$ cat src/rtl/hack_kbd_ps2_rx.sv
// PS/2 keyboard receiver producing the Hack keyboard word (memory address 0x6000).
// It deserialises device-to-host frames and tracks the E0 (extended) and F0 (break) prefixes.
// key_out holds {7'b0, ext, code} for the key currently held, or 0 when no key is held.
module hack_kbd_ps2_rx #(
  parameter int unsigned FILTER_LEN     = 8,
  parameter int unsigned TIMEOUT_CYCLES = 50000,
  parameter int unsigned CNT_W          = 16
) (
  input  logic        clk,
  input  logic        rst,
  input  logic        ps2_clk,
  input  logic        ps2_data,
  output logic [15:0] key_out,
  output logic        key_strobe,
  output logic        frame_err
);

  localparam int unsigned FCNT_W = (FILTER_LEN < 2) ? 1 : $clog2(FILTER_LEN);
  localparam int unsigned KEY_W  = 16;
  localparam int unsigned BYTE_W = 8;
  localparam int unsigned BCNT_W = 3;

  typedef enum logic [1:0] {
    S_IDLE,
    S_DATA,
    S_PARITY,
    S_STOP
  } state_e;

  logic [1:0]        clk_sync_q;
  logic [1:0]        dat_sync_q;
  logic              clk_s;
  logic              dat_s;

  logic              filt_q,  filt_d;
  logic [FCNT_W-1:0] fcnt_q,  fcnt_d;
  logic              fall_q,  fall_d;

  state_e            state_q, state_d;
  logic [BCNT_W-1:0] bit_cnt_q, bit_cnt_d;
  logic [BYTE_W-1:0] shift_q, shift_d;
  logic              par_q,   par_d;
  logic              stop_q,  stop_d;
  logic              chk_q,   chk_d;
  logic              good_q,  good_d;
  logic [CNT_W-1:0]  tmo_q,   tmo_d;

  logic              brk_q,   brk_d;
  logic              ext_q,   ext_d;
  logic [KEY_W-1:0]  key_q,   key_d;
  logic              strobe_q, strobe_d;
  logic              err_q,   err_d;

  logic [KEY_W-1:0]  new_key;

  assign clk_s = clk_sync_q[1];
  assign dat_s = dat_sync_q[1];

  // Two-flop synchronisers for the asynchronous PS/2 pins (idle level is high)
  always_ff @(posedge clk or posedge rst) begin
    if (rst) begin
      clk_sync_q <= 2'b11;
      dat_sync_q <= 2'b11;
    end else begin
      clk_sync_q <= {clk_sync_q[0], ps2_clk};
      dat_sync_q <= {dat_sync_q[0], ps2_data};
    end
  end

  // Glitch filter: follow the synchronised clock only after FILTER_LEN cycles of disagreement
  always_comb begin
    filt_d = filt_q;
    fcnt_d = '0;
    if (clk_s != filt_q) begin
      if (fcnt_q == FCNT_W'(FILTER_LEN - 1)) begin
        filt_d = clk_s;
      end else begin
        fcnt_d = fcnt_q + FCNT_W'(1);
      end
    end
    fall_d = filt_q & ~filt_d;
  end

  // Frame FSM, timeout, byte check and make/break decode (fall_q is the sample tick)
  always_comb begin
    state_d   = state_q;
    bit_cnt_d = bit_cnt_q;
    shift_d   = shift_q;
    par_d     = par_q;
    stop_d    = stop_q;
    chk_d     = 1'b0;
    good_d    = 1'b0;
    tmo_d     = '0;
    err_d     = 1'b0;
    brk_d     = brk_q;
    ext_d     = ext_q;
    key_d     = key_q;
    strobe_d  = 1'b0;
    new_key   = key_q;

    unique case (state_q)
      S_IDLE: begin
        bit_cnt_d = '0;
        if (fall_q) begin
          if (!dat_s) begin
            state_d = S_DATA;
          end else begin
            err_d = 1'b1;
          end
        end
      end
      S_DATA: begin
        if (fall_q) begin
          shift_d = {dat_s, shift_q[BYTE_W-1:1]};
          if (bit_cnt_q == BCNT_W'(BYTE_W - 1)) begin
            bit_cnt_d = '0;
            state_d   = S_PARITY;
          end else begin
            bit_cnt_d = bit_cnt_q + BCNT_W'(1);
          end
        end
      end
      S_PARITY: begin
        if (fall_q) begin
          par_d   = dat_s;
          state_d = S_STOP;
        end
      end
      S_STOP: begin
        if (fall_q) begin
          stop_d  = dat_s;
          chk_d   = 1'b1;
          state_d = S_IDLE;
        end
      end
      default: state_d = S_IDLE;
    endcase

    // Inter-edge watchdog inside a frame; prefix flags are deliberately kept
    if (state_q != S_IDLE && !fall_q) begin
      if (tmo_q == CNT_W'(TIMEOUT_CYCLES - 1)) begin
        err_d     = 1'b1;
        state_d   = S_IDLE;
        bit_cnt_d = '0;
      end else begin
        tmo_d = tmo_q + CNT_W'(1);
      end
    end

    // Stop bit and odd parity check, one cycle after the stop sample
    if (chk_q) begin
      if (stop_q && (^{shift_q, par_q})) begin
        good_d = 1'b1;
      end else begin
        err_d = 1'b1;
      end
    end

    // Decode a good byte into the held-key word
    if (good_q) begin
      if (shift_q == 8'hE0) begin
        ext_d = 1'b1;
      end else if (shift_q == 8'hF0) begin
        brk_d = 1'b1;
      end else begin
        if (!brk_q) begin
          new_key = {7'b0, ext_q, shift_q};
        end else if ({ext_q, shift_q} == key_q[8:0]) begin
          new_key = '0;
        end
        key_d    = new_key;
        strobe_d = (new_key != key_q);
        brk_d    = 1'b0;
        ext_d    = 1'b0;
      end
    end
  end

  // State register for filter, FSM, decode and outputs
  always_ff @(posedge clk or posedge rst) begin
    if (rst) begin
      filt_q    <= 1'b1;
      fcnt_q    <= '0;
      fall_q    <= 1'b0;
      state_q   <= S_IDLE;
      bit_cnt_q <= '0;
      shift_q   <= '0;
      par_q     <= 1'b0;
      stop_q    <= 1'b0;
      chk_q     <= 1'b0;
      good_q    <= 1'b0;
      tmo_q     <= '0;
      brk_q     <= 1'b0;
      ext_q     <= 1'b0;
      key_q     <= '0;
      strobe_q  <= 1'b0;
      err_q     <= 1'b0;
    end else begin
      filt_q    <= filt_d;
      fcnt_q    <= fcnt_d;
      fall_q    <= fall_d;
      state_q   <= state_d;
      bit_cnt_q <= bit_cnt_d;
      shift_q   <= shift_d;
      par_q     <= par_d;
      stop_q    <= stop_d;
      chk_q     <= chk_d;
      good_q    <= good_d;
      tmo_q     <= tmo_d;
      brk_q     <= brk_d;
      ext_q     <= ext_d;
      key_q     <= key_d;
      strobe_q  <= strobe_d;
      err_q     <= err_d;
    end
  end

  assign key_out    = key_q;
  assign key_strobe = strobe_q;
  assign frame_err  = err_q;

endmodule

$ cat config.mk
export PLATFORM = sky130hd
export DESIGN_NAME = hack_kbd_ps2_rx
export DESIGN_NICKNAME = d
export VERILOG_FILES = /design/src/rtl/hack_kbd_ps2_rx.sv
export SDC_FILE = /design/constraint.sdc
export NUM_CORES = 1
export LEC_CHECK = 0
export CAP_MARGIN = 20
export CORE_MARGIN = 1.5
export CORE_UTILIZATION = 57
export DETAILED_ROUTE_END_ITERATION = 8
export DONT_BUFFER_PORTS = 1
export PLACE_DENSITY_LB_ADDON = 0.12
export SYNTH_ARGS = -nofsm -noshare
export SYNTH_HDL_FRONTEND = slang
export SYNTH_SLANG_ARGS = --single-unit
$ cat constraint.sdc
create_clock -name clk -period 1.72 [get_ports clk]
set_input_delay 0.172 -clock clk [delete_from_list [all_inputs] [get_ports clk]]
set_output_delay 0.172 -clock clk [all_outputs]
set_load 0.01 [all_outputs]
==> key figures <==
Timing
  – Worst-Margin Slew: 0.409 ns
  – Post-route minimum period: 1.76 ns
  – Worst Slack Setup Final: -0.0361 ns
  – Final hold violations: 0
  – Clk_skew: 0.00479 ns
  – Final setup violation count: 16
  – Highest Clock Rate: 569 MHz
  – Final worst-path cycle share: 1.02
  – WHS: 0.340 ns
  – Max_slew headroom: 0.726
  – Fin. max-slew vios: 0
  – RSZ-0062 raised after global routing: true

Global routing
  – First-pass GRT wire length: 9.21 mm
  – Initial antenna violation count: 0
  – Final global-route overflow total: 0
  – Vias in the first global route: 2,001
  – Largest net degree at the start of global routing: 63
  – Total GRT Usage: 0.219

Synthesis
  – Synth area leader: dfrtp_1
  – Number of synthesized flops with an enable pin: 0
  – Synthesized instance count: 268
  – Synth area leaders: dfrtp_1 48%, xnor2_1 4.7%, dfstp_2 4.4%, mux2_2 3.8%, xor2_1 3.2%
  – FF+latch count, synth: 62
  – Post-synth net total: 277
  – Synth Flop Type: dfrtp_1
  – Share of flip-flops with an asynchronous set or reset: 1.00
  – Area share of the largest cell type after synthesis: 0.475
  – Post-synth cell types: 49
  – Seq/Total Area, Yosys: 0.519
  – Post-Syn Area: 3000 um2
  – Synth warn: 0
  – Syn_area_per_cell: 11.2 um2

Die
  – Die Wd: 75.6 um
  – Initial Util: 0.591
  – Ports: 22
  – DIE AREA: 5710 um2
  – FP Rows: 26
  – Core Area: 5070 um2
  – Die height: 75.6 um

Worst setup path
  – CP Data Arrival Time: 1.98 ns
  – Max FO, Critical Path: 15
  – Worst path required time: 1.94 ns
  – Worst Path Class, Setup: flop to flop
  – CP startpoint kind: flop
  – Crit. End Element: flop

Clocking
  – Bufs on Longest Clock Path: 2
  – Worst-Skew Late Latency: 0.34 ns
  – CTS tree: done
  – # Post-CTS Setup Buffers: 0
  – CTS buffer count: 9
  – Clk root buf: clkbuf_8
  – H-tree Lvls: 3
  – Num Clock Sinks: 62
  – Clock slew at reported path FFs: 0.07 ns

Final layout
  – Area Growth Syn to Fin: 18.9%
  – Final #Nets: 310
  – Share of layout cells above drive strength 1: 0.268
  – # fillers: 394
  – Ant diodes: 0
  – Final core occ: 0.703

Outcome
  – Failing checks: setup timing
  – Status: complete, but fails checks

Job
  – Maxcap violations: 0

Route
  – Total number of vias: 2,105
  – DR DRC count: 0
  – Via density: 5.60
  – Antenna Nets Post-Route: 0
  – Total wire length: 5.61 mm
  – 1st-iter DRT viols: 146
  – Detailed Routing Iterations Pass 1: 4
  – Drt wl/cell: 14.9 um

Hold path
  – Worst Hold Class: input port to asynchronous set/reset pin

Place
  – GPL Wtd Cong: 0.831
  – DP HPWL: 3.69 mm
  – Number of port buffers: 0

Power
  – Static leakage: 1.64 nW
  – Peak VDD IR: 0.000715 V
  – Pwr per Cell Area: 914 nW/um2
synth_stat cells (2+ instances only):
cell type	count
dfrtp_1	57
o21ai_0	19
inv_1	17
xnor2_1	16
a22oi_1	11
nand2_1	11
xor2_1	11
a21oi_1	10
mux2_2	10
nor2_2	10
nand4_1	8
nor2_1	8
a21boi_0	7
clkbuf_1	7
and2_1	5
dfstp_2	5
ha_1	5
nand3_1	5
or3_1	5
nor3_1	4
a2111oi_0	2
and3_1	2
nand3b_1	2
nor2b_1	2
nor3b_1	2
nor4_1	2
o211a_1	2
or4bb_1	2
through the flow:
| stage | total power [mW] | TNS [ns] | cell area, um2 | setup WS (ns) | cells |
|---|---|---|---|---|---|
| 3_3_place_gp | 1.66 | 0 | 3260 | 0.00386 | 357 |
| 6_report | 3.26 | -0.357 | 3570 | -0.0361 | 376 |
| 5_1_grt | 3.38 | -2.07 | 3570 | -0.138 | 376 |
| 3_5_place_dp | 1.67 | -0.712 | 3260 | -0.0640 | 357 |
| 2_1_floorplan | 1.63 | -0.148 | 3000 | -0.0160 | 268 |
| 4_1_cts | 3.29 | -0.570 | 3550 | -0.0487 | 376 |
path summary, 6_finish.rpt:
path	from	to	slack, ns	cells after the start
max in group asynchronous	rst	dat_sync_q[0]$_DFF_PP1_	1.06	3
hold / removal	rst	tmo_q[13]$_DFF_PP0_	0.34	3
setup / recovery	tmo_q[5]$_DFF_PP0_	tmo_q[3]$_DFF_PP0_	-0.04	4
hold reg to reg	dat_sync_q[0]$_DFF_PP1_	dat_sync_q[1]$_DFF_PP1_	0.35	0
min in group clk	dat_sync_q[0]$_DFF_PP1_	dat_sync_q[1]$_DFF_PP1_	0.35	0
setup reg to reg	tmo_q[5]$_DFF_PP0_	tmo_q[3]$_DFF_PP0_	-0.04	4
worst max-delay path: stages, from the launching register on:
cell	delay [ns]
dfrtp_1	0.38
or4bb_4	0.55
nor4_4	0.30
nand2b_4	0.33
nor2_1	0.08
routing by layer:
layer  track usage  wire length [um]  up-vias
met5             0                 0        -
met4         0.101               111        0
met3        0.0463               148       10
met2         0.343              2790       33
met1         0.293              2560     1052
li1              -                 -     1010
repair_timing:
action | CTS | global route
hold buffers | 3 | 0
endpoints found under the hold margin | 59 | 0
setup endpoints to repair | 16 | 28
pin swaps | 1 | 1
gates resized for setup | 1 | 4
logic make-up (layout without fill, tap and decap cells):
family | Yosys count | count (layout) | synth area share
and+or+nand+nor | 80 | 80 | 0.169
DFF | 62 | 62 | 0.519
AOI/OAI and AO/OA | 55 | 55 | 0.119
xor gates and xnor gates | 29 | 29 | 0.0942
buffers and inverters | 27 | 65 | 0.0400
muxes | 10 | 10 | 0.0375
adders and majority gates | 5 | 5 | 0.0209
power by group:
group / total [mW] / internal, mW / switching [mW] / leakage (nW)
clock network: 1.62 / 1.04 / 0.578 / 0.122
logic: 0.107 / 0.0472 / 0.0599 / 0.671
registers: 1.53 / 1.51 / 0.0226 / 0.847
cells in the final DEF (no fill, tap or decap), types with 11 or more instances in the layout:
cell,n
buf_4,28
dfrtp_1,57
a22oi_1,11
inv_1,16
xnor2_1,16
nand2_1,11
o21ai_0,19
xor2_1,11
clkbuf_8,11
final cells by class:
| cell class | instances | area (um2) | area share |
|---|---|---|---|
| clock buffer | 11 | 151 | 0.0424 |
| inverter | 17 | 63.8 | 0.0179 |
| clock inverter | 5 | 105 | 0.0295 |
| timing repair buffer | 32 | 260 | 0.0730 |
| sequential | 62 | 1560 | 0.437 |
| multi-input combinational | 179 | 1340 | 0.376 |
| tap | 70 | 87.6 | 0.0246 |
sequential cells by signal, indices dropped and copies added (netlist names), 2 cells and up:
name / flops
tmo_q: 16
fcnt_q: 3
state_q: 2
shift_q: 8
dat_sync_q: 2
clk_sync_q: 2
key_out: 16
bit_cnt_q: 3
(Power assumes the default switching activity.)
